## src/rtl/trap_ctrl_pkg.sv

```systemverilog
// Shared CSR addresses, exception cause codes and the trap sequencer state encoding.
// The CSR address constants are also used by the CSR register stage.
package trap_ctrl_pkg;

  localparam logic [11:0] CSR_MTVEC    = 12'h305;
  localparam logic [11:0] CSR_MSCRATCH = 12'h340;
  localparam logic [11:0] CSR_MEPC     = 12'h341;
  localparam logic [11:0] CSR_MCAUSE   = 12'h342;

  localparam logic [3:0] CAUSE_ILLEGAL_INST = 4'd2;
  localparam logic [3:0] CAUSE_BREAKPOINT   = 4'd3;
  localparam logic [3:0] CAUSE_ECALL_M      = 4'd11;

  typedef enum logic [2:0] {
    ST_IDLE     = 3'd0,
    ST_WR_EPC   = 3'd1,
    ST_WR_CAUSE = 3'd2,
    ST_JUMP     = 3'd3,
    ST_RET      = 3'd4
  } trap_state_t;

endpackage

```

## src/rtl/trap_ctrl.sv

```systemverilog
// Commit-side trap sequencer: writes mepc/mcause, flushes and redirects on exceptions,
// flushes and redirects to mepc on MRET, otherwise passes pipeline CSR writes through.
module trap_ctrl
  import trap_ctrl_pkg::*;
#(
  parameter logic [11:0] ADDR_MTVEC  = CSR_MTVEC,
  parameter logic [11:0] ADDR_MEPC   = CSR_MEPC,
  parameter logic [11:0] ADDR_MCAUSE = CSR_MCAUSE
) (
  input  logic        CLK,
  input  logic        RST,
  input  logic        MEM_WAIT,
  input  logic        EXC_EN,
  input  logic [3:0]  EXC_CODE,
  input  logic [31:0] EXC_PC,
  input  logic        MRET_EN,
  input  logic        INST_WREN,
  input  logic [11:0] INST_WADDR,
  input  logic [31:0] INST_WDATA,
  input  logic [31:0] MTVEC,
  input  logic [31:0] MEPC,
  output logic        CSR_WREN,
  output logic [11:0] CSR_WADDR,
  output logic [31:0] CSR_WDATA,
  output logic        FLUSH,
  output logic        JMP_DO,
  output logic [31:0] JMP_PC,
  output logic        BUSY
);

  trap_state_t state_reg, state_next;
  logic [31:0] epc_reg, epc_next;
  logic [31:0] cause_reg, cause_next;
  logic [31:0] ret_pc_reg, ret_pc_next;

  always_ff @(posedge CLK) begin
    if (RST) begin
      state_reg  <= ST_IDLE;
      epc_reg    <= 32'h0;
      cause_reg  <= 32'h0;
      ret_pc_reg <= 32'h0;
    end else if (!MEM_WAIT) begin
      state_reg  <= state_next;
      epc_reg    <= epc_next;
      cause_reg  <= cause_next;
      ret_pc_reg <= ret_pc_next;
    end
  end

  always_comb begin
    state_next  = state_reg;
    epc_next    = epc_reg;
    cause_next  = cause_reg;
    ret_pc_next = ret_pc_reg;
    CSR_WREN    = 1'b0;
    CSR_WADDR   = 12'h000;
    CSR_WDATA   = 32'h0;
    FLUSH       = 1'b0;
    JMP_DO      = 1'b0;
    JMP_PC      = 32'h0;

    case (state_reg)
      ST_IDLE: begin
        // The faulting instruction's own CSR write must not reach the register stage.
        CSR_WREN  = INST_WREN & ~EXC_EN;
        CSR_WADDR = EXC_EN ? 12'h000 : INST_WADDR;
        CSR_WDATA = INST_WDATA;
        if (EXC_EN) begin
          epc_next   = EXC_PC;
          cause_next = {28'b0, EXC_CODE};
          state_next = ST_WR_EPC;
        end else if (MRET_EN) begin
          // An mepc write retiring alongside MRET is not yet visible on the MEPC tap.
          ret_pc_next = (INST_WREN && INST_WADDR == ADDR_MEPC) ? INST_WDATA : MEPC;
          state_next  = ST_RET;
        end
      end
      ST_WR_EPC: begin
        CSR_WREN   = 1'b1;
        CSR_WADDR  = ADDR_MEPC;
        CSR_WDATA  = epc_reg;
        FLUSH      = 1'b1;
        state_next = ST_WR_CAUSE;
      end
      ST_WR_CAUSE: begin
        CSR_WREN   = 1'b1;
        CSR_WADDR  = ADDR_MCAUSE;
        CSR_WDATA  = cause_reg;
        FLUSH      = 1'b1;
        state_next = ST_JUMP;
      end
      ST_JUMP: begin
        FLUSH      = 1'b1;
        JMP_DO     = 1'b1;
        JMP_PC     = MTVEC & 32'hFFFF_FFFC;
        state_next = ST_IDLE;
      end
      ST_RET: begin
        FLUSH      = 1'b1;
        JMP_DO     = 1'b1;
        JMP_PC     = ret_pc_reg & 32'hFFFF_FFFC;
        state_next = ST_IDLE;
      end
      default: state_next = ST_IDLE;
    endcase
  end

  assign BUSY = (state_reg != ST_IDLE);

endmodule

```

## config.mk

```make
export PLATFORM = sky130hd
export DESIGN_NAME = trap_ctrl
export DESIGN_NICKNAME = d
export VERILOG_FILES = /design/src/rtl/trap_ctrl_pkg.sv /design/src/rtl/trap_ctrl.sv
export SDC_FILE = /design/constraint.sdc
export NUM_CORES = 1
export LEC_CHECK = 0
export ABC_AREA = 1
export BUFFER_PORTS_ARGS = -buffer_cell sky130_fd_sc_hd__buf_2
export CORE_MARGIN = 5
export CORE_UTILIZATION = 49
export DETAILED_ROUTE_END_ITERATION = 6
export PLACE_DENSITY = 0.87
export SLEW_MARGIN = 10
export SYNTH_ARGS = -nofsm -noshare
export SYNTH_HDL_FRONTEND = slang
export SYNTH_SLANG_ARGS = --single-unit
```

## constraint.sdc

```tcl
create_clock -name CLK -period 3.4 [get_ports CLK]
set_clock_uncertainty 0.1 [all_clocks]
set_input_delay 0.68 -clock CLK [delete_from_list [all_inputs] [get_ports CLK]]
set_output_delay 0.68 -clock CLK [all_outputs]
set_load 0.05 [all_outputs]
```

==> metrics.txt, run 1 <==
# TYPE chip_impl_metric gauge
chip_impl_metric{name="post-route-util",unit="%"} 65.5
chip_impl_metric{name="timing_worst_slew_pin_value",unit="ns"} 0.972
chip_impl_metric{name="areaGrowthSynthToFinish",unit="%"} 30.6
chip_impl_metric{name="setup-tns-final",unit="ns"} 0
chip_impl_metric{name="wl_per_cell",unit="µm"} 13.5
chip_impl_metric{name="io-pin-count",unit=""} 230
chip_impl_metric{name="cts.path.max_buffers",unit=""} 2
chip_impl_metric{name="post-dp-hpwl",unit="µm"} 10100
chip_impl_metric{name="groute.usage.overall",unit="%"} 23.7
chip_impl_metric{name="clock_sinks",unit=""} 69
chip_impl_metric{name="p_leak",unit="nW"} 2.89
chip_impl_info{name="endpoint",value="CSR_WDATA[19]"} 1
chip_impl_metric{name="worstPathRequired",unit="ns"} 2.62
chip_impl_metric{name="cts_resized",unit=""} 0
chip_impl_metric{name="cts_htree_levels",unit=""} 3
chip_impl_info{name="clk_root_buffer_cell",value="clkbuf_8"} 1
chip_impl_metric{name="drt_pre_antenna_iters",unit=""} 4
chip_impl_metric{name="post_synthesis_cell_area",unit="mm²"} 0.00412
chip_impl_info{name="endpoint_kind",value="primary output"} 1
chip_impl_metric{name="vias_in_the_first_global_route",unit=""} 4280
chip_impl_metric{name="ys_warn_count",unit=""} 0
chip_impl_metric{name="postSynthRegisterBits",unit=""} 69
chip_impl_metric{name="nNetsFinal",unit=""} 985
chip_impl_metric{name="largest_register_ff_count",unit=""} 32
chip_impl_metric{name="die_w",unit="µm"} 102
chip_impl_info{name="critical_path.reg2reg.endpoint",value="epc_reg[16]$_SDFFE_PP0P_"} 1
chip_impl_metric{name="cts.repair_timing.setup_buffer_count",unit=""} 0
chip_impl_metric{name="final.min_clock_period",unit="ns"} 2.78
chip_impl_metric{name="number_of_clock_buffers_inserted_by_tritoncts",unit=""} 9
chip_impl_metric{name="placeableCoreArea",unit="mm²"} 0.00822
chip_impl_metric{name="floorplan.rows",unit=""} 33
chip_impl_metric{name="p_per_area",unit="mW/mm²"} 447
chip_impl_metric{name="timing_hold_violations_final",unit=""} 0
chip_impl_metric{name="synth_sequential_area_ratio",unit="%"} 33.5
chip_impl_info{name="path_class",value="reg -> out"} 1
chip_impl_metric{name="peakVddDrop",unit="V"} 0.000264
chip_impl_metric{name="clk_pin_slew",unit="ns"} 0.08
chip_impl_metric{name="drive_gt1_share",unit="%"} 33.1
chip_impl_metric{name="worst_slew_margin_rel",unit="%"} 35.0
chip_impl_metric{name="finalSetupViolations",unit=""} 0
chip_impl_metric{name="dr_total_vias",unit=""} 4582
chip_impl_metric{name="max_cap_violations",unit=""} 0
chip_impl_metric{name="clock_insertion_delay_at_the_later_pin_of_the_skew_report",unit="ns"} 0.33
chip_impl_info{name="unrepaired_setup_endpoints_after_global_routing",value="no"} 1
chip_impl_metric{name="worst_r2r_path_depth",unit=""} 7
chip_impl_metric{name="achievable-frequency",unit="MHz"} 360
chip_impl_metric{name="fin_hold_ws",unit="ns"} 0.348
chip_impl_metric{name="fill_cells",unit=""} 818
chip_impl_metric{name="ant_nets",unit=""} 0
chip_impl_metric{name="grt_antenna_before_repair",unit=""} 0
chip_impl_metric{name="portBuffers",unit=""} 223
chip_impl_metric{name="initial_utilization",unit="%"} 50.1
chip_impl_metric{name="die_h",unit="µm"} 102
chip_impl_metric{name="grt.overflow.total",unit=""} 0
chip_impl_metric{name="detail_route.drc_violations",unit=""} 0
chip_impl_metric{name="post_synth_num_cell_types",unit=""} 24
chip_impl_metric{name="insertedDiodeCount",unit=""} 0
chip_impl_metric{name="timing.final.max_slew_violations",unit=""} 0
chip_impl_metric{name="design.die.area",unit="mm²"} 0.0103
chip_impl_metric{name="drt_iter0_drc",unit=""} 205
chip_impl_info{name="critical_path_launch_point_type",value="flop"} 1
chip_impl_info{name="tritoncts",value="yes"} 1
chip_impl_metric{name="syn_area_per_cell",unit="µm²"} 6.48
chip_impl_metric{name="grt_start_max_net_pins",unit=""} 38
chip_impl_metric{name="period_share",unit="%"} 81.8
chip_impl_metric{name="worst-r2r-setup-slack",unit="ns"} 1.07
chip_impl_metric{name="syn_inst",unit=""} 636
chip_impl_metric{name="grt_first_pass_wirelength",unit="µm"} 19600
chip_impl_info{name="worst_hold_path_type",value="reg -> reg"} 1
chip_impl_metric{name="drt-total-wl",unit="µm"} 12700
chip_impl_metric{name="rd_place_congestion",unit=""} 0.905
chip_impl_metric{name="crit_fanout",unit=""} 23
chip_impl_info{name="run_status",value="finished clean"} 1
chip_impl_metric{name="post_cts_hold_buffer_count",unit=""} 0
chip_impl_metric{name="ff_latch_area",unit="mm²"} 0.00138
chip_impl_info{name="worstSetupStartpoint",value="state_reg[0]$_SDFFE_PP0P_"} 1
chip_impl_metric{name="vias_per_cell",unit=""} 4.85
chip_impl_info{name="worst_r2r_startpoint",value="state_reg[0]$_SDFFE_PP0P_"} 1
chip_impl_metric{name="timing.critical_path.arrival",unit="ns"} 2.00
chip_impl_metric{name="multi_input_gate_area",unit="mm²"} 0.00194
## routing by layer
| metal | vias to the layer above | routed length, µm | track usage [%] | part of all wire, % |
|---|---|---|---|---|
| li1 | 2410 | - | - | - |
| met1 | 1987 | 5490 | 31.6 | 43 |
| met2 | 167 | 6050 | 38.7 | 47 |
| met3 | 18 | 1010 | 4.27 | 7.9 |
| met4 | 0 | 204 | 7.98 | 1.6 |
| met5 | - | 0 | 0 | 0 |
## cells in the mapped netlist
cell type	count	share of area, %
dfxtp_1	69	34
clkbuf_2	1	0.12
nand2_4	1	0.27
buf_4	2	0.36
clkbuf_1	22	2.0
o22ai_1	30	4.6
buf_12	2	0.97
nor2_4	2	0.55
buf_1	6	0.55
or2_2	1	0.15
nand3_1	48	5.8
nand3_4	1	0.43
inv_4	2	0.30
inv_2	1	0.091
buf_6	11	3.0
o21ai_0	66	8.0
nand2_1	114	10
o21ai_1	5	0.61
nand4_1	4	0.61
conb_1	1	0.091
inv_1	134	12
nor2_1	31	2.8
a21oi_1	61	7.4
nand3_2	21	5.1
## cell usage in the layout (no fill, tap or decap)
cell	count
nand4_1	4
nand2_1	114
o22ai_1	30
clkinvlp_4	3
dfxtp_1	69
inv_1	134
o21ai_1	5
bufinv_16	2
nor2_2	2
nand3_1	48
clkbuf_8	11
a21oi_1	61
buf_2	223
o21ai_0	66
inv_2	1
buf_4	8
inv_4	2
conb_1	2
nand3_4	1
nand3_2	21
nor2_1	29
nand2_4	1
or2_2	1
nor2_4	2
## worst min path at each step
stage                                   startpoint                       end  slack [ns]  cells past startpoint
after detailed placement  epc_reg[31]$_SDFFE_PP0P_  epc_reg[31]$_SDFFE_PP0P_        0.34                      2
after global routing       epc_reg[8]$_SDFFE_PP0P_   epc_reg[8]$_SDFFE_PP0P_        0.37                      2
final                      epc_reg[5]$_SDFFE_PP0P_   epc_reg[5]$_SDFFE_PP0P_        0.35                      2
after floorplan           epc_reg[21]$_SDFFE_PP0P_  epc_reg[21]$_SDFFE_PP0P_        0.32                      2
after CTS                 epc_reg[31]$_SDFFE_PP0P_  epc_reg[31]$_SDFFE_PP0P_        0.35                      2
after global placement    epc_reg[26]$_SDFFE_PP0P_  epc_reg[26]$_SDFFE_PP0P_        0.33                      2
## metrics by stage
stage	cell area [µm²]	power [mW]	instances	setup slack, ns
6_report	5380	2.41	945	0.620
5_1_grt	5380	2.53	945	0.429
4_1_cts	5380	2.43	945	0.599
3_5_place_dp	5150	1.66	929	0.713
3_3_place_gp	5150	1.65	929	0.763
2_1_floorplan	4120	1.46	637	0.547
## worst max-delay path, stage by stage (launching register included)
cell and delay [ns]:
dfxtp_1 0.53, nand3_1 0.32, buf_4 0.31, o21ai_0 0.21, buf_2 0.30
## final cells by class
class                   count  area share [%]
multi-input cells         387            36.0
flip-flops and latches     69            25.7
repair buffers            231            21.9
inverters                 137            9.65
clock buffers              11            2.81
well taps                 105            2.44
clock inverters             5            1.53
## logic make-up after synthesis
| kind of cell | after synthesis | share of synthesized area (%) |
|---|---|---|
| AO/OA/AOI/OAI | 162 | 20.6 |
| buffers and inverters | 181 | 19.6 |
| flip-flops | 69 | 33.5 |
| other | 1 | 0.0910 |
| AND/OR/NAND/NOR | 223 | 26.2 |
## report_power, final
group	switching [mW]	total [mW]	internal, mW
clock	0.307	0.760	0.453
sequential	0.0206	0.886	0.865
combinational	0.554	0.760	0.206
total	0.881	2.41	1.52
No activity file was read; power rests on OpenSTA's default activity.
==> run 2, diff against run 1 <==
- CORE_UTILIZATION: 49 -> 45
- PLACE_DENSITY: 0.87 -> 0.81
- clock period: 3.4 -> 2.64 ns (I/O delays scaled with it)
==> metrics.txt, run 2 (same netlist as run 1, synthesis figures left out) <==
# TYPE chip_impl_metric gauge
chip_impl_metric{name="drt-total-wl",unit="µm"} 12800
chip_impl_metric{name="p_per_area",unit="mW/mm²"} 567
chip_impl_metric{name="p_leak",unit="nW"} 2.92
chip_impl_metric{name="finalSetupViolations",unit=""} 0
chip_impl_metric{name="worst_slack_setup_final",unit="ns"} 0.169
chip_impl_metric{name="fill_cells",unit=""} 945
chip_impl_metric{name="post-dp-hpwl",unit="µm"} 9960
chip_impl_metric{name="fin_hold_ws",unit="ns"} 0.336
chip_impl_metric{name="final.min_clock_period",unit="ns"} 2.47
chip_impl_metric{name="dpl_worst_slack",unit="ns"} 0.413
chip_impl_metric{name="ant_nets",unit=""} 0
chip_impl_metric{name="portBuffers",unit=""} 223
chip_impl_metric{name="largest_register_ff_count",unit=""} 32
chip_impl_metric{name="dr_total_vias",unit=""} 4527
chip_impl_metric{name="post_cts_hold_buffer_count",unit=""} 0
chip_impl_info{name="clk_root_buffer_cell",value="clkbuf_8"} 1
chip_impl_metric{name="wl_per_cell",unit="µm"} 13.4
chip_impl_metric{name="cts_resized",unit=""} 0
chip_impl_metric{name="grt_start_max_net_pins",unit=""} 66
chip_impl_metric{name="io-pin-count",unit=""} 230
chip_impl_metric{name="vias_per_cell",unit=""} 4.74
chip_impl_metric{name="die_w",unit="µm"} 106
chip_impl_metric{name="grt_antenna_before_repair",unit=""} 0
chip_impl_metric{name="dp.cells",unit=""} 939
chip_impl_metric{name="finalNonFillerCells",unit=""} 955
chip_impl_metric{name="crit_fanout",unit=""} 22
chip_impl_metric{name="setup-tns-final",unit="ns"} 0
chip_impl_metric{name="placeableCoreArea",unit="mm²"} 0.00906
chip_impl_info{name="path_class",value="reg -> out"} 1
chip_impl_metric{name="number_of_clock_buffers_inserted_by_tritoncts",unit=""} 9
chip_impl_metric{name="post-route-util",unit="%"} 60.0
chip_impl_metric{name="areaGrowthSynthToFinish",unit="%"} 32.1
chip_impl_metric{name="peakVddDrop",unit="V"} 0.000314
chip_impl_metric{name="max_cap_violations",unit=""} 0
chip_impl_metric{name="drt_pre_antenna_iters",unit=""} 6
chip_impl_metric{name="drive_gt1_share",unit="%"} 33.4
chip_impl_metric{name="period_share",unit="%"} 93.6
chip_impl_metric{name="initial_utilization",unit="%"} 45.4
chip_impl_metric{name="timing.final.max_slew_violations",unit=""} 0
chip_impl_info{name="endpoint_kind",value="primary output"} 1
chip_impl_metric{name="cts.repair_timing.setup_buffer_count",unit=""} 0
chip_impl_info{name="most_common_cell_after_layout_fill_and_taps_aside",value="buf_2"} 1
chip_impl_info{name="final_cell_mix",value="buf_2, inv_1, nand2_1, dfxtp_1, o21ai_0"} 1
chip_impl_metric{name="die_h",unit="µm"} 106
chip_impl_info{name="worst_hold_path_type",value="in -> reg"} 1
chip_impl_metric{name="grt_first_pass_wirelength",unit="µm"} 20000
chip_impl_info{name="unrepaired_setup_endpoints_after_global_routing",value="no"} 1
chip_impl_metric{name="clock_sinks",unit=""} 69
chip_impl_info{name="run_status",value="finished clean"} 1
chip_impl_metric{name="insertedDiodeCount",unit=""} 0
chip_impl_metric{name="nNetsFinal",unit=""} 989
chip_impl_metric{name="worstPathRequired",unit="ns"} 2.01
chip_impl_metric{name="timing.critical_path.arrival",unit="ns"} 1.84
chip_impl_metric{name="cts.path.max_buffers",unit=""} 2
chip_impl_metric{name="vias_in_the_first_global_route",unit=""} 4019
chip_impl_metric{name="achievable-frequency",unit="MHz"} 405
chip_impl_metric{name="timing_hold_violations_final",unit=""} 0
chip_impl_info{name="critical_path_launch_point_type",value="flop"} 1
chip_impl_metric{name="cts_htree_levels",unit=""} 3
chip_impl_metric{name="clock_insertion_delay_at_the_later_pin_of_the_skew_report",unit="ns"} 0.32
chip_impl_metric{name="drt_iter0_drc",unit=""} 326
chip_impl_metric{name="detail_route.drc_violations",unit=""} 0
chip_impl_metric{name="design.die.area",unit="mm²"} 0.0112
chip_impl_metric{name="grt.overflow.total",unit=""} 0
chip_impl_metric{name="rd_place_congestion",unit=""} 0.896
chip_impl_metric{name="clk_pin_slew",unit="ns"} 0.08
chip_impl_metric{name="floorplan.rows",unit=""} 35
chip_impl_metric{name="groute.usage.overall",unit="%"} 21.9
chip_impl_info{name="tritoncts",value="yes"} 1
## run 2: cell types whose count changed in the layout (fill, tap and decap cells not counted)
cell | before | now
buf_12 | 0 | 2
buf_2 | 223 | 222
buf_4 | 8 | 10
clkbuf_1 | 0 | 1
clkbuf_4 | 0 | 1
clkbuf_8 | 11 | 10
clkinv_4 | 0 | 1
clkinvlp_4 | 3 | 2
nand3_1 | 48 | 47
nand3_2 | 21 | 22
## run 2: final timing paths
path                             start                      end  slack, ns  depth (start not counted)
max          state_reg[1]$_SDFFE_PP0P_             CSR_WDATA[4]       0.17                          5
min                          EXC_PC[1]  epc_reg[1]$_SDFFE_PP0P_       0.34                          3
max reg2reg  state_reg[0]$_SDFFE_PP0P_  epc_reg[8]$_SDFFE_PP0P_       0.79                          8
min reg2reg    epc_reg[4]$_SDFFE_PP0P_  epc_reg[4]$_SDFFE_PP0P_       0.35                          2
## run 2: worst max-delay path, cell delays in order (launching register included)
cell and delay, ns:
dfxtp_1 0.38, inv_1 0.19, nand3_2 0.24, buf_12 0.23, o21ai_0 0.18, buf_2 0.30
## run 2: per-stage QoR
step                power [mW]  instance area, µm²
floorplan                 1.88                4120
global placement          2.14                5210
detailed placement        2.15                5210
CTS                       3.11                5430
global route              3.25                5440
finish                    3.08                5440
## run 2: layout make-up
cell class	instances	area [µm²]	share of cell area, %
multi-input combinational	387	1940	35.7
tap	111	139	2.55
sequential	69	1380	25.4
clock buffer	11	141	2.60
clock inverter	5	83.8	1.54
inverter	137	519	9.54
timing repair buffer	235	1230	22.7
## run 2: power breakdown
group / internal (mW) / switching (mW) / total (mW)
sequential: 1.11 / 0.0230 / 1.14
clock: 0.560 / 0.398 / 0.958
combinational: 0.275 / 0.713 / 0.988
## run 2: per-layer routing
metal	vias up	part of all wire [%]	track usage (%)
met1	1949	45	31.1
li1	2412	-	-
met4	0	0.96	5.74
met3	8	7.5	3.80
met2	158	46	34.2
met5	-	0	0
